**config.mk**
```make
export PLATFORM = sky130hd
export DESIGN_NAME = mp_subtractor
export DESIGN_NICKNAME = d
export VERILOG_FILES = /design/src/rtl/mp_pkg.sv /design/src/rtl/mp_limb_sub.sv /design/src/rtl/mp_subtractor.sv
export SDC_FILE = /design/constraint.sdc
export NUM_CORES = 1
export LEC_CHECK = 0
export ABC_CLOCK_PERIOD_IN_PS = 17400
export BUFFER_PORTS_ARGS = -buffer_cell sky130_fd_sc_hd__buf_2
export CAP_MARGIN = 10
export CORE_MARGIN = 3
export CORE_UTILIZATION = 40
export CTS_BUF_LIST = sky130_fd_sc_hd__clkbuf_4
export DETAILED_ROUTE_END_ITERATION = 12
export PLACE_DENSITY = 0.62
export SLEW_MARGIN = 40
export SYNTH_ARGS = -nofsm -noshare
export SYNTH_HDL_FRONTEND = slang
export SYNTH_SLANG_ARGS = --single-unit
```
**constraint.sdc**
```tcl
create_clock -name clk -period 17.4 [get_ports clk]
set_input_delay 1.74 -clock clk [delete_from_list [all_inputs] [get_ports clk]]
set_output_delay 1.74 -clock clk [all_outputs]
set_load 0.03 [all_outputs]
```
**src/rtl/mp_pkg.sv**
```systemverilog
// Shared types and default sizing for the multi-precision subtractor.
// NEG state exists only when MPSUB_ABS_EN is defined.
package mp_pkg;

    localparam int WIDTH_DEF = 128;
    localparam int LIMB_DEF  = 64;

    function automatic int nlimb(input int width, input int limb);
        return width / limb;
    endfunction

    typedef enum logic [1:0] {
        IDLE = 2'd0,
        SUB  = 2'd1,
`ifdef MPSUB_ABS_EN
        NEG  = 2'd2,
`endif
        DONE = 2'd3
    } state_t;

endpackage

```
**src/rtl/mp_limb_sub.sv**
```systemverilog
// One combinational LIMB-bit subtract stage: d = a - b - bin, with borrow-out.
module mp_limb_sub #(
    parameter int LIMB = 64
) (
    input  logic [LIMB-1:0] a,
    input  logic [LIMB-1:0] b,
    input  logic            bin,
    output logic [LIMB-1:0] d,
    output logic            bout
);

    logic [LIMB:0] diff;

    // A negative result sets the extra top bit, which is exactly the borrow-out.
    assign diff = {1'b0, a} - {1'b0, b} - {{LIMB{1'b0}}, bin};
    assign d    = diff[LIMB-1:0];
    assign bout = diff[LIMB];

endmodule

```
**src/rtl/mp_subtractor.sv**
```systemverilog
// Limb-serial WIDTH-bit subtractor: C = A - B over NLIMB cycles, plus final borrow.
// Define MPSUB_ABS_EN to negate a borrowing result in place, giving |A - B|.
module mp_subtractor
    import mp_pkg::*;
#(
    parameter int WIDTH = WIDTH_DEF,
    parameter int LIMB  = LIMB_DEF
) (
    input  logic             clk,
    input  logic             reset,
    input  logic             start,
    input  logic [WIDTH-1:0] A,
    input  logic [WIDTH-1:0] B,
    output logic [WIDTH-1:0] C,
    output logic             borrow,
    output logic             done,
    output logic             busy
);

    localparam int NLIMB = nlimb(WIDTH, LIMB);
    localparam int CNT_W = (NLIMB > 1) ? $clog2(NLIMB) : 1;

    state_t           state, state_nxt;
    logic [WIDTH-1:0] a_sh, b_sh, c_next;
    logic [CNT_W-1:0] cnt;
    logic             chain;
    logic [LIMB-1:0]  op_a, op_b, d;
    logic             bout, last;

    assign last = (cnt == CNT_W'(NLIMB - 1));

    always_comb begin
        op_a = a_sh[LIMB-1:0];
        op_b = b_sh[LIMB-1:0];
`ifdef MPSUB_ABS_EN
        if (state == NEG) begin
            op_a = '0;
            op_b = C[LIMB-1:0];
        end
`endif
    end

    mp_limb_sub #(.LIMB(LIMB)) u_limb (
        .a    (op_a),
        .b    (op_b),
        .bin  (chain),
        .d    (d),
        .bout (bout)
    );

    // Each new limb enters at the MSB end; after NLIMB shifts C is fully aligned.
    assign c_next = (C >> LIMB) | (WIDTH'(d) << (WIDTH - LIMB));

    always_ff @(posedge clk or posedge reset) begin
        if (reset) state <= IDLE;
        else       state <= state_nxt;
    end

    always_comb begin
        state_nxt = state;
        case (state)
            IDLE: if (start) state_nxt = SUB;
            SUB: if (last) begin
`ifdef MPSUB_ABS_EN
                state_nxt = bout ? NEG : DONE;
`else
                state_nxt = DONE;
`endif
            end
`ifdef MPSUB_ABS_EN
            NEG: if (last) state_nxt = DONE;
`endif
            DONE:    state_nxt = IDLE;
            default: state_nxt = IDLE;
        endcase
    end

    always_comb begin
        done = (state == DONE);
        busy = (state != IDLE);
    end

    always_ff @(posedge clk or posedge reset) begin
        if (reset) begin
            a_sh   <= '0;
            b_sh   <= '0;
            C      <= '0;
            cnt    <= '0;
            chain  <= 1'b0;
            borrow <= 1'b0;
        end else begin
            case (state)
                IDLE: if (start) begin
                    a_sh   <= A;
                    b_sh   <= B;
                    cnt    <= '0;
                    chain  <= 1'b0;
                    borrow <= 1'b0;
                end
                SUB: begin
                    C    <= c_next;
                    a_sh <= a_sh >> LIMB;
                    b_sh <= b_sh >> LIMB;
                    // The chain restarts at 0 so a following NEG pass begins clean.
                    if (last) begin
                        cnt    <= '0;
                        chain  <= 1'b0;
                        borrow <= bout;
                    end else begin
                        cnt   <= cnt + 1'b1;
                        chain <= bout;
                    end
                end
`ifdef MPSUB_ABS_EN
                NEG: begin
                    C     <= c_next;
                    chain <= last ? 1'b0 : bout;
                    cnt   <= last ? '0 : cnt + 1'b1;
                end
`endif
                default: ;
            endcase
        end
    end

endmodule

```
==> flow_metrics.py, run 1 <==
metrics = {
    "timing": {
        "finalSetupTns_ns": 0,
        "fin_ws_ns": 13.19,
        "timing.slew.headroom_pct": 46.8,
        "max_freq_mhz": 237,
        "final_hold_viol_count": 0,
        "clock_skew_ns": 0.0463,
        "finalHoldWorstSlack_ns": 0.467,
        "rsz0062_at_grt": "no",
        "worstMarginPinSlew_ns": 0.797,
        "timing.final.crit_share_pct": 24.2,
        "setup_viol": 0,
        "slew_violations": 0,
        "finalCriticalPeriod_ns": 4.21,
    },
    "synthesis": {
        "synth_cell_types": 77,
        "syn_nets": 2706,
        "dominantRegCellSynth": "dfrtp_1",
        "yosys_warnings": 0,
        "synth.cell_area_sq_um": 20900,
        "synthXorXnorAreaFrac_pct": 2.31,
        "syn_inst": 2319,
        "synth-edff-count": 0,
        "synthArstFlopShare_pct": 100,
        "yosysSeqAreaShare_pct": 46.7,
        "synth_fa_ha_area_share_pct": 7.75,
        "syn_avg_cell_area_sq_um": 8.99,
        "synth_top_family_by_area": "compound AO/OA/AOI/OAI gates",
        "synth_compound_area_share_pct": 19.3,
        "synth.area.mux_share_pct": 0.102,
        "ys_ff_latch": 389,
        "synth_simple_gate_area_share_pct": 15.2,
    },
    "run": {
        "maxCapViolCount": 0,
    },
    "place": {
        "dp_hpwl_mm": 47.0,
        "dpl_worst_slack_ns": 13.13,
        "gp_congestion": 0.882,
        "placed_cells": 3203,
        "io_buffers": 389,
    },
    "floorplan": {
        "start_util_pct": 40.6,
        "die_area_sq_um": 54900,
        "fp.dieW_microns": 234,
        "rows": 83,
        "io_pins": 390,
        "core_area_sq_um": 51400,
        "die_h_microns": 234,
    },
    "drt": {
        "drt_first_iter_violations": 1202,
        "vias": 17725,
        "route.detailed.drc": 0,
        "ant_nets": 0,
        "viasPerCell": 5.22,
        "dr.pass1.iters": 5,
        "wl_per_cell_microns": 18.7,
        "finalWirelength_mm": 63.7,
    },
    "finish": {
        "instances_no_fill": 3398,
        "area_growth_pct": 16.4,
        "fill_cells": 5088,
        "nets": 3018,
        "final_layout_size_suffix_gt1_share_pct": 22.2,
    },
    "clock_tree": {
        "clockBufferDepth": 3,
        "post_cts_buffers": 0,
        "cts.sinks": 389,
        "clk_latency_ns": 0.84,
        "cts_htree_levels": 3,
        "cts_hold_buf": 0,
        "cts_resized": 0,
        "numCtsBuffers": 106,
        "ctsRootBufferMaster": "clkbuf_4",
        "clk_pin_slew_ns": 0.06,
        "cts_tree": "built",
    },
    "global_route": {
        "grt_remaining_overflow": 0,
        "grt_max_degree": 143,
        "grt_use_total_pct": 22.9,
        "antenna_found_initial": 11,
        "grt_first_pass_wirelength_mm": 97.7,
        "grt_pass1_vias": 17038,
    },
    "critical_path": {
        "crit_type": "register to register",
        "cp.required_ns": 18.10,
        "ff2ff_path_depth": 15,
        "worstPathMaxFanout": 5,
        "end_kind": "register",
        "cp-start-kind": "register",
        "worstPathArrival_ns": 4.91,
    },
    "status": {
        "status": "finished, final reports clean",
    },
    "min_path": {
        "hold_class": "register to register",
        "hold_depth": 2,
    },
}
[synthesized netlist by cell type (all sizes together) (38+ instances only)]
cell / count / area share, %
inv: 216 / 3.9
clkbuf: 124 / 2.2
o22ai: 38 / 1.1
a22o: 128 / 5.4
o21ai: 83 / 2.0
ha: 126 / 7.6
nand2: 486 / 8.7
dfrtp: 389 / 47
nor2: 131 / 2.4
buf: 77 / 2.6
a21oi: 108 / 2.6
a31oi: 107 / 3.2
[final cells by class]
cell class                      count  area (sq um)  share of cell area [%]
Multi-Input combinational cell   1512          9340                    38.5
Tap cell                          680           851                    3.51
Antenna cell                        7          17.5                  0.0722
Clock inverter                     25           150                   0.619
Clock buffer                      163          1220                    5.04
Timing Repair Buffer              405          2120                    8.75
Inverter                          217           835                    3.44
Sequential cell                   389          9740                    40.1
[sequential cells by signal, summed over array words and instances (netlist names)]
| name | cells |
|---|---|
| C | 128 |
| a_sh | 128 |
| b_sh | 128 |
| borrow | 1 |
| chain | 1 |
| cnt | 1 |
| state | 2 |
[per-layer routing]
metal  track usage [%]  vias up  wire, microns
met2              32.2      578          27000
met3              4.28       98           3620
met4              7.21        6           1290
li1                  -     8572              -
met5                 0        -             43
met1              35.3     8471          31800
[path summary, 6_finish.rpt]
path / from / slack, ns / to
setup / recovery: chain / 13.19 / borrow
hold / removal: C[6] / 0.47 / C[6]
setup reg to reg: chain / 13.19 / borrow
hold reg to reg: C[6] / 0.47 / C[6]
max in group asynchronous: reset / 14.72 / a_sh[121]
min in group asynchronous: reset / 0.96 / C[59]
[worst max-delay path, stage by stage (launching register included)]
cell       delay (ns)
dfrtp_1          0.35
inv_1            0.07
fa_1             0.56
inv_1            0.05
ha_1             0.17
or2_2            0.28
fa_1             0.38
nand2b_1         0.20
a31oi_1          0.25
o21ai_1          0.22
o2111ai_1        0.34
a211oi_1         0.21
o21ai_2          0.30
a2111oi_4        0.13
or4_1            0.51
o311ai_1         0.10
[stage by stage]
stage               util, %  instance area [sq um]
finish                 47.2                  24300
CTS                    47.2                  24200
floorplan                 -                  20900
detailed placement     44.5                  22900
global placement       44.4                  22800
global route           47.2                  24300
[cell families after synthesis]
family | Yosys count
multiplexers | 2
buffers and inverters | 418
flip-flops | 389
AO/OA/AOI/OAI | 583
adder cells (fa/ha/maj) | 128
XOR/XNOR | 55
AND/OR/NAND/NOR | 744
[placed cells by master (no fill, tap or decap), types with 6 or more instances in the layout]
cell / netlist / routed
xor2_1: 18 / 18
ha_1: 126 / 126
buf_2: 4 / 389
clkbuf_4: 0 / 163
and3_1: 7 / 7
a21oi_1: 106 / 106
nand3_1: 13 / 13
a31oi_1: 106 / 106
buf_6: 0 / 7
o21ai_0: 73 / 73
nor2_1: 130 / 129
nand2_1: 486 / 486
a22o_1: 128 / 128
inv_1: 215 / 214
o21ai_1: 9 / 9
clkinv_1: 1 / 21
dfrtp_1: 389 / 388
buf_4: 64 / 6
xnor2_1: 37 / 37
o2111ai_1: 6 / 6
diode_2: 0 / 7
o21bai_1: 23 / 23
a21o_1: 23 / 23
o211ai_1: 11 / 11
a211oi_1: 8 / 8
nor3_1: 14 / 14
o22ai_1: 38 / 38
nor3b_1: 37 / 37
nand4_1: 18 / 18
Power of run 1 is left out: the tool's default activity adds up to more than one toggle a clock period on the data nets, which glitch-free logic cannot reach.
==> run 2, diff against run 1 <==
--- a/config.mk
+++ b/config.mk
@@ -5,14 +5,15 @@
 export SDC_FILE = /design/constraint.sdc
 export NUM_CORES = 1
 export LEC_CHECK = 0
-export ABC_CLOCK_PERIOD_IN_PS = 17400
+export ABC_AREA = 1
+export ABC_CLOCK_PERIOD_IN_PS = 4250
 export BUFFER_PORTS_ARGS = -buffer_cell sky130_fd_sc_hd__buf_2
 export CAP_MARGIN = 10
 export CORE_MARGIN = 3
 export CORE_UTILIZATION = 40
 export CTS_BUF_LIST = sky130_fd_sc_hd__clkbuf_4
 export DETAILED_ROUTE_END_ITERATION = 12
-export PLACE_DENSITY = 0.62
+export PLACE_DENSITY = 0.61
 export SLEW_MARGIN = 40
 export SYNTH_ARGS = -nofsm -noshare
 export SYNTH_HDL_FRONTEND = slang
==> constraint.sdc (replaced) <==
create_clock -name clk -period 4.25 [get_ports clk]
set_input_delay 0.425 -clock clk [delete_from_list [all_inputs] [get_ports clk]]
set_output_delay 0.425 -clock clk [all_outputs]
set_load 0.03 [all_outputs]
==> run 2 against run 1 <==
- worst setup slack worse by 12 ns
- core utilization up 4.7 points
- highest routed layer is now met4
- cell area up 19%
- flip-flop and latch count unchanged
- first-iteration DRC count up 30%
- register-to-register slack worse by 12 ns
==> flow_metrics.py, run 2 <==
metrics = {
    "status": {
        "status": "finished, final reports clean",
    },
    "synthesis": {
        "yosys_warnings": 0,
        "synthTopCellsByCount": "nand2_1 (853), inv_1 (501), dfrtp_1 (389), nor2_1 (184), o21ai_0 (158)",
        "synth-edff-count": 0,
        "synth_most_common_cell": "nand2_1",
        "ys_ff_latch": 389,
        "syn_nets": 3327,
        "yosysTopAreaCellShare_pct": 43.2,
        "synthArstFlopShare_pct": 100,
        "syn_avg_cell_area_sq_um": 7.67,
        "syn_inst": 2940,
        "synth.cell_area_sq_um": 22500,
        "dominantRegCellSynth": "dfrtp_1",
        "yosys.area.top_type": "dfrtp_1",
        "synth_cell_types": 39,
        "yosysSeqAreaShare_pct": 43.2,
        "synthTopCellsByArea": "dfrtp_1 (43%), nand2_1 (14%), inv_1 (8.3%), ha_1 (7.0%), o21ai_0 (3.5%)",
    },
    "place": {
        "dpl_worst_slack_ns": 1.23,
        "io_buffers": 389,
        "gp_congestion": 0.942,
        "placed_cells": 3923,
        "dp_hpwl_mm": 55.2,
    },
    "floorplan": {
        "rows": 86,
        "io_pins": 390,
        "core_area_sq_um": 55400,
        "die_h_microns": 243,
        "fp.dieW_microns": 243,
        "start_util_pct": 40.7,
        "die_area_sq_um": 59200,
    },
    "critical_path": {
        "worstPathArrival_ns": 3.76,
        "crit_type": "register to register",
        "end_kind": "register",
        "r2r_slack_ns": 1.19,
        "rr_startpoint": "chain",
        "r2r_end": "C[126]",
        "cp-start-kind": "register",
        "cp.required_ns": 4.95,
        "worstPathMaxFanout": 3,
        "ff2ff_path_depth": 19,
    },
    "run": {
        "maxCapViolCount": 0,
    },
    "finish": {
        "layout_commonest_cell": "nand2_1",
        "reg_top3": "C: 128 flops, a_sh: 128 flops, b_sh: 128 flops",
        "utilization_pct": 52.0,
        "final_layout_size_suffix_gt1_share_pct": 18.1,
        "instances_no_fill": 4384,
        "nets": 3930,
        "final_cell_mix": "nand2_1 (853), inv_1 (500), dfrtp_1 (389), buf_2 (389), dlygate4sd3_1 (258)",
        "area_growth_pct": 27.7,
    },
    "drt": {
        "viasPerCell": 4.90,
        "vias": 21485,
        "route.detailed.drc": 0,
        "finalWirelength_mm": 77.3,
        "ant_nets": 0,
        "dr.pass1.iters": 6,
        "drt_first_iter_violations": 1568,
        "wl_per_cell_microns": 17.6,
    },
    "clock_tree": {
        "ctsRootBufferMaster": "clkbuf_4",
        "post_cts_buffers": 0,
        "numCtsBuffers": 107,
        "clk_pin_slew_ns": 0.07,
        "cts_hold_buf": 258,
        "cts_htree_levels": 3,
        "cts_resized": 0,
        "cts.sinks": 389,
        "cts_tree": "built",
        "clk_latency_ns": 0.88,
        "clockBufferDepth": 3,
    },
    "timing": {
        "slew_violations": 0,
        "setup_viol": 0,
        "max_freq_mhz": 327,
        "timing.final.crit_share_pct": 72.0,
        "worstMarginPinSlew_ns": 0.798,
        "final_hold_viol_count": 0,
        "fin_ws_ns": 1.19,
        "timing.slew.headroom_pct": 46.8,
        "rsz0062_at_grt": "no",
        "clock_skew_ns": 0.0755,
        "finalCriticalPeriod_ns": 3.06,
    },
    "global_route": {
        "grt_use_total_pct": 25.9,
        "grt_max_degree": 173,
        "grt_pass1_vias": 21305,
        "antenna_found_initial": 10,
        "grt_first_pass_wirelength_mm": 120,
        "grt_remaining_overflow": 0,
    },
    "min_path": {
        "hold_class": "input pin to async pin",
    },
}
[run 2: kinds of logic after synthesis]
| logic type | after synthesis | synth area share [%] |
|---|---|---|
| AOI/OAI and AO/OA | 510 | 14.2 |
| buffers and inverters | 686 | 12.8 |
| xor gates and xnor gates | 31 | 1.20 |
| and+or+nand+nor | 1196 | 21.5 |
| DFF | 389 | 43.2 |
| adders and majority gates | 128 | 7.17 |
[run 2: area by class of cell]
type                       count  area [sq um]
antenna                       10          25.0
clock buffer                 169          1270
clock inverter                23           109
fill                        5353         26600
inverter                     510          1940
multi-input combinational   1865          9950
sequential                   389          9730
tap                          748           936
timing repair buffer         670          4830
[run 2: worst max path at each step]
stage	startpoint	to	slack (ns)	cells after the start
2_1_floorplan	reset	C[0]	-1.41	1
3_3_place_gp	chain	chain	1.26	19
3_5_place_dp	chain	chain	1.23	19
4_1_cts	chain	C[106]	1.18	19
5_1_grt	chain	C[110]	0.92	20
6_report	chain	C[126]	1.19	19
[run 2: per-layer routing]
layer,routed length (microns),vias up,GRT usage [%],share of wire [%]
met5,0,-,0,0
met4,3570,0,12.6,4.6
met3,5240,235,4.90,6.8
met2,33200,856,38.7,43
met1,35200,9829,36.2,46
li1,-,10565,-,-
[run 2: stage by stage]
step	hold WS, ns	instance area (sq um)	setup TNS [ns]
floorplan	0.457	22500	-547.29
global placement	0.448	24700	0
detailed placement	0.453	24800	0
CTS	0.160	28700	0
global route	0.253	28800	0
finish	0.266	28800	0
[run 2: critical path, stage by stage, from the launching register on]
cell and delay, ns:
dfrtp_1 0.32, inv_1 0.07, fa_1 0.56, inv_1 0.05
ha_1 0.17, nor2_1 0.15, inv_1 0.10, fa_1 0.42
nand3_1 0.10, nand3_2 0.10, nand2_1 0.09, nand2_2 0.07
nand2_1 0.07, nand2_2 0.09, nand2_1 0.07, nand2_1 0.13
nand2_1 0.11, nand3_1 0.08, nand3_1 0.09, nand2_1 0.05
Power of run 2 is left out for the same reason.
